**config.mk**
```make
export PLATFORM = sky130hd
export DESIGN_NAME = fifo_flags
export DESIGN_NICKNAME = d
export VERILOG_FILES = /design/src/rtl/fifo_pkg.sv /design/src/rtl/fifo_mem.sv /design/src/rtl/fifo_flags.sv
export SDC_FILE = /design/constraint.sdc
export NUM_CORES = 1
export LEC_CHECK = 0
export BUFFER_PORTS_ARGS = -buffer_cell sky130_fd_sc_hd__buf_4
export CAP_MARGIN = 20
export CORE_AREA = 2 2 200 104
export DETAILED_ROUTE_END_ITERATION = 6
export DIE_AREA = 0 0 202 106
export PLACE_DENSITY_LB_ADDON = 0.3
export SYNTH_ARGS = -nofsm -noshare
export SYNTH_HDL_FRONTEND = slang
export SYNTH_SLANG_ARGS = --single-unit
```
**constraint.sdc**
```tcl
create_clock -name clk -period 4.31 [get_ports clk]
set_input_delay 0.6465 -clock clk [delete_from_list [all_inputs] [get_ports clk]]
set_output_delay 0.6465 -clock clk [all_outputs]
set_load 0.02 [all_outputs]
```
**src/rtl/fifo_pkg.sv**
```systemverilog
// ============================================================================
// Module   : fifo_pkg
// Brief    : Shared defaults, pointer-width helper and error codes for the FIFO.
// Revision : 1.0
// ============================================================================
`default_nettype none

package fifo_pkg;

    localparam int DEF_DATA_WIDTH = 8;
    localparam int DEF_DEPTH      = 16;

    typedef enum logic [1:0] {
        ERR_NONE      = 2'd0,
        ERR_OVERFLOW  = 2'd1,
        ERR_UNDERFLOW = 2'd2
    } err_code_e;

    // One extra MSB beyond the index bits separates full from empty.
    function automatic int ptr_width(input int depth);
        return $clog2(depth) + 1;
    endfunction

endpackage

`default_nettype wire

```
**src/rtl/fifo_mem.sv**
```systemverilog
// ============================================================================
// Module   : fifo_mem
// Brief    : DEPTH x DATA_WIDTH storage, one synchronous write, one async read.
// Revision : 1.0
// ============================================================================
`default_nettype none

module fifo_mem
    import fifo_pkg::*;
#(
    parameter int DATA_WIDTH = DEF_DATA_WIDTH,
    parameter int DEPTH      = DEF_DEPTH,
    parameter int AW         = $clog2(DEPTH)
) (
    input  logic                  clk,
    input  logic                  wr_en_i,
    input  logic [AW-1:0]         wr_addr_i,
    input  logic [DATA_WIDTH-1:0] wr_data_i,
    input  logic [AW-1:0]         rd_addr_i,
    output logic [DATA_WIDTH-1:0] rd_data_o
);

    logic [DATA_WIDTH-1:0] mem_q [DEPTH];

    always_ff @(posedge clk) begin
        if (wr_en_i) begin
            mem_q[wr_addr_i] <= wr_data_i;
        end
    end

    assign rd_data_o = mem_q[rd_addr_i];

endmodule

`default_nettype wire

```
**src/rtl/fifo_flags.sv**
```systemverilog
// ============================================================================
// Module   : fifo_flags
// Brief    : FWFT FIFO with registered-pointer status flags and error pulses.
// Revision : 1.0
// ============================================================================
`default_nettype none

module fifo_flags
    import fifo_pkg::*;
#(
    parameter int DATA_WIDTH = DEF_DATA_WIDTH,
    parameter int DEPTH      = DEF_DEPTH,
    parameter int AFULL_LVL  = DEPTH - 2,
    parameter int AEMPTY_LVL = 2
) (
    input  logic                          clk,
    input  logic                          rstn,
    input  logic                          enq,
    input  logic                          deq,
    input  logic                          flush,
    input  logic [DATA_WIDTH-1:0]         data_in,
    output logic [DATA_WIDTH-1:0]         data_out,
    output logic                          empty,
    output logic                          full,
    output logic                          almost_empty,
    output logic                          almost_full,
    output logic [$clog2(DEPTH):0]        count,
    output logic                          overflow,
    output logic                          underflow
);

    localparam int PW = ptr_width(DEPTH);
    localparam int AW = PW - 1;
    localparam logic [PW-1:0] C_AFULL  = PW'(AFULL_LVL);
    localparam logic [PW-1:0] C_AEMPTY = PW'(AEMPTY_LVL);

    generate
        if ((DEPTH < 2) || ((DEPTH & (DEPTH - 1)) != 0)) begin : g_bad_depth
            $error("fifo_flags: DEPTH must be a power of two >= 2");
        end
        if ((AFULL_LVL < 0) || (AFULL_LVL > DEPTH)) begin : g_bad_afull
            $error("fifo_flags: AFULL_LVL outside 0..DEPTH");
        end
        if ((AEMPTY_LVL < 0) || (AEMPTY_LVL > DEPTH)) begin : g_bad_aempty
            $error("fifo_flags: AEMPTY_LVL outside 0..DEPTH");
        end
    endgenerate

    logic [PW-1:0] wp_q, wp_d;
    logic [PW-1:0] rp_q, rp_d;
    logic          overflow_q, underflow_q;
    err_code_e     err_d;
    logic          w_wr_acc;
    logic          w_rd_acc;

    // Flags come only from registered pointers; enq/deq never reach them.
    assign count        = wp_q - rp_q;
    assign empty        = (wp_q == rp_q);
    assign full         = (wp_q[AW-1:0] == rp_q[AW-1:0]) && (wp_q[AW] != rp_q[AW]);
    assign almost_full  = (count >= C_AFULL);
    assign almost_empty = (count <= C_AEMPTY);
    assign overflow     = overflow_q;
    assign underflow    = underflow_q;

    // A full FIFO still takes a write when the head is popped in the same cycle.
    assign w_wr_acc = enq && (!full || deq) && !flush;
    assign w_rd_acc = deq && !empty && !flush;

    always_comb begin
        wp_d  = wp_q;
        rp_d  = rp_q;
        err_d = ERR_NONE;
        if (flush) begin
            wp_d = '0;
            rp_d = '0;
        end else begin
            if (w_wr_acc) wp_d = wp_q + 1'b1;
            if (w_rd_acc) rp_d = rp_q + 1'b1;
            if (enq && full && !deq)  err_d = ERR_OVERFLOW;
            else if (deq && empty)    err_d = ERR_UNDERFLOW;
        end
    end

    always_ff @(posedge clk or negedge rstn) begin
        if (!rstn) begin
            wp_q        <= '0;
            rp_q        <= '0;
            overflow_q  <= 1'b0;
            underflow_q <= 1'b0;
        end else begin
            wp_q        <= wp_d;
            rp_q        <= rp_d;
            overflow_q  <= (err_d == ERR_OVERFLOW);
            underflow_q <= (err_d == ERR_UNDERFLOW);
        end
    end

    fifo_mem #(
        .DATA_WIDTH (DATA_WIDTH),
        .DEPTH      (DEPTH),
        .AW         (AW)
    ) u_mem (
        .clk        (clk),
        .wr_en_i    (w_wr_acc),
        .wr_addr_i  (wp_q[AW-1:0]),
        .wr_data_i  (data_in),
        .rd_addr_i  (rp_q[AW-1:0]),
        .rd_data_o  (data_out)
    );

endmodule

`default_nettype wire

```
* Yosys cells after proc, flatten, opt, wreduce, memory -nomap -nowiden
Memory sizes are Yosys's and may differ from the RTL's. Index checks and enable logic that the tools add are counted.
Storage, ports and cells: register bits after elaboration 12, bits in writable memories 128, input port bits 13, logic and storage cells 39, memories kept 1
Operators by class: add/subtract/negate cells 3, order comparisons 2, equality and inequality tests 5, muxes and demuxes 9, reductions and logical operators 15
Memories:
- u_mem.mem_q | depth 16, bits a word 8, rd ports 1, clocked after Yosys merged registers in 0, write ports 1, RTL line fifo_mem.sv:23 | logic [DATA_WIDTH-1:0] mem_q [DEPTH];
Operators by type and width (count):
- 5-bit two-way mux | 4
- 5-bit by 1-bit adder with 5-bit output, second input constant | 2
- 1-bit logical AND | 8
- 2-bit two-way mux | 3
- 5-bit equality test | 1
- 5-bit by 4-bit >= comparator with 1-bit output, second input constant | 1
- 5-bit by 2-bit less-or-equal comparator with 1-bit output, second input constant | 1
- 5-bit subtractor | 1
- 4-bit equality test | 1
- 1-bit zero test | 4
- 2-bit nonzero test | 2
- 2-bit by 1-bit equality test with 1-bit output, second input constant | 1
- 2-bit equality test, second input constant | 1
- 1-bit two-way mux | 2
- 1-bit logical OR | 1
- 1-bit != test | 1

* Longest topological paths before layout
Gate-level depths: netlist of the first run.
depth after elaboration 8, gate-level depth with buffers 8

* Hierarchy
Synthesis of the first run repeated with hierarchy kept, for this count alone.
Unflattened totals: cells, all modules 299, area total of the unflattened synthesis 5773.0 um^2
By module, submodules not included:
- fifo_mem | times used 1, cells each 221, area an instance 4987.3 um^2, seq. area each 3843.7 um^2
- fifo_flags | times used 1, cells each 78, area an instance 785.8 um^2, seq. area each 300.3 um^2

* Least setup slack after synthesis of the first run
OpenSTA, ideal clock, no wires.
kind register to output, start register rp_q[1], end output almost_empty, arrival 3.198 ns, data required time 3.664 ns, slack 0.465 ns, cell stages (with the launch flop) 9, path buffers 2, cell sequence dfrtp_1 > buf_2 > buf_1 > inv_1 > fa_1 > a21o_1 > a21oi_1 > xnor2_1 > a2111oi_0
Between the ends: longest elaborated chain between the ends 2
Ends and longest elaborated chain:
- start: declaration | RTL line fifo_flags.sv:50 | logic [PW-1:0] rp_q, rp_d;
- start signal: assignment | RTL line fifo_flags.sv:92 | rp_q <= rp_d;
- 5-bit subtractor | RTL line fifo_flags.sv:57 | assign count = wp_q - rp_q;
- via count[4] | RTL line fifo_flags.sv:27 | output logic [$clog2(DEPTH):0] count,
- 5-bit by 2-bit less-or-equal comparator with 1-bit output | RTL line fifo_flags.sv:61 | assign almost_empty = (count <= C_AEMPTY);
- end: declaration | RTL line fifo_flags.sv:25 | output logic almost_empty,
The timed path passes the listed nets, and every way through them passes these cells.

* Worst setup path in the final report of the first run
start register rp_q[0], end output data_out[7]
Between the ends: longest elaborated chain between the ends 1
Ends and longest elaborated chain:
- memory read 16 x 8 bit
- end: declaration | RTL line fifo_flags.sv:22 | output logic [DATA_WIDTH-1:0] data_out,
No other way between the ends.

==> results.py, run 1 <==
metrics = {
    "timing": {
        "tightestPinTransition_ns": 0.886,
        "skew_ns": 0.00736,
        "setup_viol": 0,
        "finalSetupTns_ns": 0,
        "fmax_ghz": 0.284,
        "hold_viol": 0,
        "rsz0062_at_grt": "false",
        "period_share_pct": 81.6,
        "period_minus_slack_ns": 3.52,
        "slew_violations": 0,
        "max-slew-margin-rel_pct": 40.7,
        "whs_ns": 0.0713,
    },
    "worst_setup_path": {
        "setup.worst_path.start_class": "flip-flop",
        "critPathArrivalTime_ns": 2.87,
        "critPathCaptureType": "primary output",
        "crit_type": "flip-flop to primary output",
        "cp.required_ns": 3.66,
        "crit_fanout": 24,
    },
    "clock_network": {
        "numCtsBuffers": 17,
        "h-tree-depth": 4,
        "post_cts_resized": 0,
        "cts_tree": "built",
        "clkLatencyLatePin_ns": 0.41,
        "cts_sinks": 140,
        "cts_root_buffer": "clkbuf_16",
        "worst_setup_hold_path_clk_slew_ns": 0.06,
        "clock_path_buffers": 2,
        "cts_setup_buffers": 0,
        "ctsHoldBuffers": 0,
    },
    "power_and_ir_drop": {
        "p_per_area_mw_per_mm2": 497,
        "ir_drop_v": 0.000255,
        "leakage_uw": 0.00222,
    },
    "synthesis": {
        "synthFlopType": "edfxtp_1",
        "syn-num-nets": 344,
        "async_reset_ff_share_pct": 8.57,
        "synth_seq_cells": 140,
        "synth.distinct_cells": 39,
        "seq_area_frac_synth_pct": 71.6,
        "syn_inst": 321,
        "synth_edf_count": 128,
        "yosysWarnings": 0,
        "syn_area_mm2": 0.00579,
        "avgSynthCellArea_um2": 18.0,
    },
    "global_routing": {
        "grt_pass1_wl_um": 20100,
        "antenna_found_initial": 0,
        "grt_pass1_vias": 3100,
        "grt_usage_pct": 13.3,
        "grt_overflow": 0,
        "grt_max_degree": 29,
    },
    "drt": {
        "antenna_left": 0,
        "num_vias": 3028,
        "drt_iter0_markers": 260,
        "viasPerCell": 4.67,
        "drcViolationCount": 0,
        "drt-total-wl_um": 13300,
        "dr.pass1.iters": 4,
        "detail_route.wl_per_cell_um": 20.5,
    },
    "final_layout": {
        "design_area_mm2": 0.00689,
        "fin_nets": 386,
        "regArea_mm2": 0.00415,
        "antenna_cells": 0,
        "nFillCells": 1887,
        "multi_input_area_mm2": 0.00154,
        "area_growth_pct": 19.0,
        "drive_above_1_share_pct": 26.6,
    },
    "placement": {
        "gp_congestion": 0.808,
        "port_buffers": 31,
        "hpwl_um": 8820,
        "placedInstanceArea_mm2": 0.00634,
    },
    "floorplan": {
        "dieHeight_um": 106,
        "fp.coreArea_mm2": 0.0199,
        "die_w_um": 202,
        "ioPinCount": 32,
        "die_area_mm2": 0.0214,
        "row_count": 37,
        "start_util_pct": 29.2,
    },
    "run": {
        "max_cap_viol_count": 0,
    },
    "min_path": {
        "hp-class": "primary input to async pin",
    },
    "run_status": {
        "status": "complete, no violations",
    },
}
## synthesized netlist by cell type, types with 2 or more instances
master	n	area [um^2]
a21o_1	2	15.0
a21oi_1	5	25.0
a221oi_1	8	70.1
a31oi_1	2	12.5
buf_1	3	11.3
buf_2	4	20.0
buf_4	2	15.0
clkbuf_1	5	18.8
dfrtp_1	12	300
edfxtp_1	128	3840
ha_1	9	113
inv_1	8	30.0
mux2i_1	26	260
mux4_2	24	541
nand2_1	6	22.5
nand2b_1	3	18.8
nand4_1	2	12.5
nor2_1	21	78.8
nor3_1	4	20.0
nor4_1	2	12.5
o21ai_0	19	95.1
or3_1	3	18.8
xnor2_1	5	43.8
xor2_1	3	26.3
## area by class of cell
class / instances / share of cell area, %
inverter: 8 / 0.436
sequential: 140 / 60.1
clock buffer: 17 / 6.17
clock inverter: 15 / 1.78
multi-input combinational: 157 / 22.3
timing repair buffer: 39 / 4.25
tap: 273 / 4.96
## placed cells by master (no fill, tap or decap), drive strengths merged, types with 9 or more instances in the layout
master,n
buf,39
clkbuf,17
dfrtp,12
edfxtp,128
ha,9
inv,11
mux2i,26
mux4,24
nor2,21
o21ai,20
## logic make-up after synthesis
logic type / Yosys count / synth area share (%)
mux: 50 / 13.8
flops: 140 / 71.6
xor+xnor: 10 / 1.77
fa+ha+maj: 10 / 2.29
buf+inv: 24 / 1.92
simple gates: 45 / 3.63
compound gates: 42 / 4.99
## per-layer routing
metal | vias up | wire (um) | GRT usage (%)
met2 | 60 | 5520 | 17.4
met5 | - | 0 | 0
li1 | 1368 | - | -
met4 | 0 | 29 | 3.94
met3 | 2 | 699 | 4.20
met1 | 1598 | 7060 | 20.5
## final timing paths
path | from | endpoint | slack (ns) | depth (start not counted)
worst max-delay path | rp_q[0]$_DFFE_PN0P_ | data_out[7] | 0.79 | 5
worst min-delay path | rstn | wp_q[4]$_DFFE_PN0P_ | 0.07 | 1
worst max register to register | rp_q[3]$_DFFE_PN0P_ | u_mem.mem_q[12][0]$_DFFE_PP_ | 1.02 | 6
worst min register to register | rp_q[4]$_DFFE_PN0P_ | rp_q[4]$_DFFE_PN0P_ | 0.69 | 2
max in group asynchronous | rstn | rp_q[0]$_DFFE_PN0P_ | 4.05 | 1
min in group clk | flush | rp_q[0]$_DFFE_PN0P_ | 0.51 | 2
## flip-flops by register name, indices dropped and copies added (netlist names)
name         cells
overflow         1
rp_q             5
u_mem.mem_q    128
underflow        1
wp_q             5
## power breakdown
group          internal [uW]  switching (uW)  total, uW  leakage, uW
clock                    790             570       1360     0.000261
sequential              1500            27.4       1530      0.00132
combinational            238             304        542     0.000645
## worst max-delay path, stage by stage, from the launching register on
cell     delay [ns]
dfrtp_2        0.66
buf_4          0.51
mux4_2         0.57
mux2i_1        0.30
o21ai_0        0.17
buf_4          0.22
## through the flow
stage | util [%] | setup WS [ns] | instances | total power [uW]
after global placement | 31.9 | 1.05 | 617 | 2100
after detailed placement | 31.9 | 1.02 | 617 | 2100
after floorplan | - | 0.465 | 321 | 1910
final | 34.7 | 0.792 | 649 | 3430
after CTS | 34.7 | 0.744 | 649 | 3460
after global routing | 34.7 | 0.570 | 649 | 3560
(Power assumes the default switching activity.)
==> inputs of run 2 (changes only) <==
clock period = 2.8 ns   (was 4.31 ns; I/O delays follow)
==> run 2 against run 1 <==
  * Via count rose by 4.8%
  * Global-route usage rose by 0.25 points
  * First-iteration DRC count rose by 13%
  * Count of clock-buffer cells in the layout did not move
  * Largest cell class unchanged
  * Total power rose by 62%
  * Clock power rose by 70%
  * Register-to-register slack got worse by 0.91 ns
  * Final area rose by 5.1%
  * Utilization rose by 1.8 points
  * Combinational power rose by 68%
  * Sequential power rose by 52%
  * Setup slack got worse by 0.70 ns
==> results.py, run 2 (same netlist as run 1, synthesis figures left out) <==
metrics = {
    "run_status": {
        "status": "complete, no violations",
    },
    "global_routing": {
        "grt_pass1_wl_um": 20600,
        "grt_overflow": 0,
        "antenna_found_initial": 0,
        "grt_usage_pct": 13.5,
        "grt_pass1_vias": 3230,
        "grt_max_degree": 24,
    },
    "final_layout": {
        "layout_common_cells": "edfxtp_1, buf_4, mux2i_1",
        "largest_register": "u_mem.mem_q",
        "largest_register_ff_count": 128,
        "drive_above_1_share_pct": 34.5,
        "antenna_cells": 0,
        "layout_commonest_cell": "edfxtp_1",
        "fin_nets": 413,
        "area_growth_pct": 25.1,
        "reg_top3": "u_mem.mem_q (128), rp_q (5), wp_q (5)",
        "design_area_mm2": 0.00725,
    },
    "placement": {
        "gp_congestion": 0.783,
        "pre_cts_slack_ns": 0.211,
        "port_buffers": 31,
        "hpwl_um": 9360,
        "placedInstanceArea_mm2": 0.00657,
    },
    "worst_setup_path": {
        "critPathSlowestCell": "dfrtp_2",
        "cpPeakStageDelay_ns": 0.44,
        "cpLargestDelayFamily": "compound AO/OA/AOI/OAI gates",
        "critPathCaptureType": "primary output",
        "critPathBufInv": 2,
        "crit_type": "flip-flop to primary output",
        "path_cells": "ha_1 > inv_1 > fa_2 > a21o_1 > a21oi_2 > xnor2_2 > a2111oi_4 > buf_4",
        "setup.worst_path.start_class": "flip-flop",
        "crit_fanout": 3,
        "critPathArrivalTime_ns": 2.29,
        "cp.required_ns": 2.38,
    },
    "floorplan": {
        "die_area_mm2": 0.0214,
        "ioPinCount": 32,
        "row_count": 37,
        "die_w_um": 202,
        "dieHeight_um": 106,
        "fp.coreArea_mm2": 0.0199,
        "start_util_pct": 29.2,
    },
    "power_and_ir_drop": {
        "p_per_area_mw_per_mm2": 766,
        "ir_drop_v": 0.000380,
        "leakage_uw": 0.00242,
        "total_power_uw": 5550,
    },
    "drt": {
        "met2_length_um": 5630,
        "viasPerCell": 4.70,
        "drt_iter0_markers": 293,
        "dr.max_layer_used": "met4",
        "dr_wl_met3_um": 801,
        "dr.pass1.iters": 4,
        "num_vias": 3174,
        "detail_route.wl_per_cell_um": 20.3,
        "drcViolationCount": 0,
        "antenna_left": 0,
        "drt-total-wl_um": 13700,
        "wl_met1_um": 7210,
    },
    "run": {
        "max_cap_viol_count": 0,
    },
    "timing": {
        "whs_ns": 0.264,
        "rsz0062_at_grt": "true",
        "skew_ns": 0.00909,
        "setup_viol": 0,
        "slew_violations": 0,
        "period_minus_slack_ns": 2.71,
        "tightestPinTransition_ns": 0.491,
        "max-slew-margin-rel_pct": 67.1,
        "setup_slack_ns": 0.0879,
        "finalSetupTns_ns": 0,
        "hold_viol": 0,
        "period_share_pct": 96.9,
        "fmax_ghz": 0.369,
    },
    "clock_network": {
        "worst_setup_hold_path_clk_slew_ns": 0.06,
        "clock_path_buffers": 2,
        "numCtsBuffers": 17,
        "cts_tree": "built",
        "cts_sinks": 140,
        "cts_root_buffer": "clkbuf_16",
        "clkLatencyLatePin_ns": 0.42,
        "h-tree-depth": 4,
    },
    "min_path": {
        "hp-class": "primary input to flip-flop",
    },
}
## run 2: cell count changes in the layout (fill, tap and decap cells not counted), sizes merged
cell         previous run  this run
buf                    39        65
clkinv                  7         4
clkinvlp                4         5
bufinv                  1         3
dlygate4sd3             0         1
## run 2: final cells by class
cell class / instances / area, um^2
Multi-Input combinational cell: 157 / 1590
Clock buffer: 17 / 425
Fill cell: 1840 / 12600
Sequential cell: 140 / 4150
Tap cell: 273 / 342
Inverter: 8 / 30.0
Clock inverter: 15 / 189
Timing Repair Buffer: 66 / 523
## run 2: what timing repair did
item,CTS,global route
hold endpoints to repair,12,0
endpoints found under the setup margin,3,2
gates resized for setup,5,1
pin swaps,0,1
buffers inserted,1,3
hold buffers,1,0
## run 2: path summary, 6_finish.rpt
| check | start | endpoint | slack (ns) | cells past startpoint |
|---|---|---|---|---|
| max | rp_q[0]$_DFFE_PN0P_ | almost_empty | 0.09 | 8 |
| min | flush | rp_q[2]$_DFFE_PN0P_ | 0.26 | 2 |
| min in group asynchronous | rstn | rp_q[2]$_DFFE_PN0P_ | 0.37 | 2 |
| max in group asynchronous | rstn | wp_q[2]$_DFFE_PN0P_ | 2.25 | 2 |
| max reg2reg | wp_q[3]$_DFFE_PN0P_ | u_mem.mem_q[5][6]$_DFFE_PP_ | 0.11 | 6 |
| min reg2reg | wp_q[4]$_DFFE_PN0P_ | wp_q[4]$_DFFE_PN0P_ | 0.67 | 2 |
## run 2: stage by stage
| stage | util (%) | cells |
|---|---|---|
| 2_1_floorplan | - | 321 |
| 3_3_place_gp | 33.1 | 639 |
| 3_5_place_dp | 33.1 | 639 |
| 4_1_cts | 36.4 | 673 |
| 5_1_grt | 36.5 | 676 |
| 6_report | 36.5 | 676 |
## run 2: metal layers
| metal | global-route usage [%] | vias to the layer above |
|---|---|---|
| met5 | 0 | - |
| met3 | 3.92 | 9 |
| met2 | 17.1 | 67 |
| li1 | - | 1423 |
| met1 | 21.6 | 1675 |
| met4 | 3.99 | 0 |
## run 2: worst register-to-register path, stage by stage, from the launching register on
cell and delay [ns]:
dfrtp_1 0.58, ha_1 0.38, and4_1 0.24, a31oi_1 0.42
nand2_1 0.20, nor2_1 0.35, buf_4 0.24
## run 2: report_power, final
part | leakage (uW) | internal, uW | switching (uW)
registers | 0.00131 | 2310 | 21.2
logic | 0.000821 | 421 | 489
clock network | 0.000283 | 1410 | 898
total | 0.00242 | 4140 | 1410
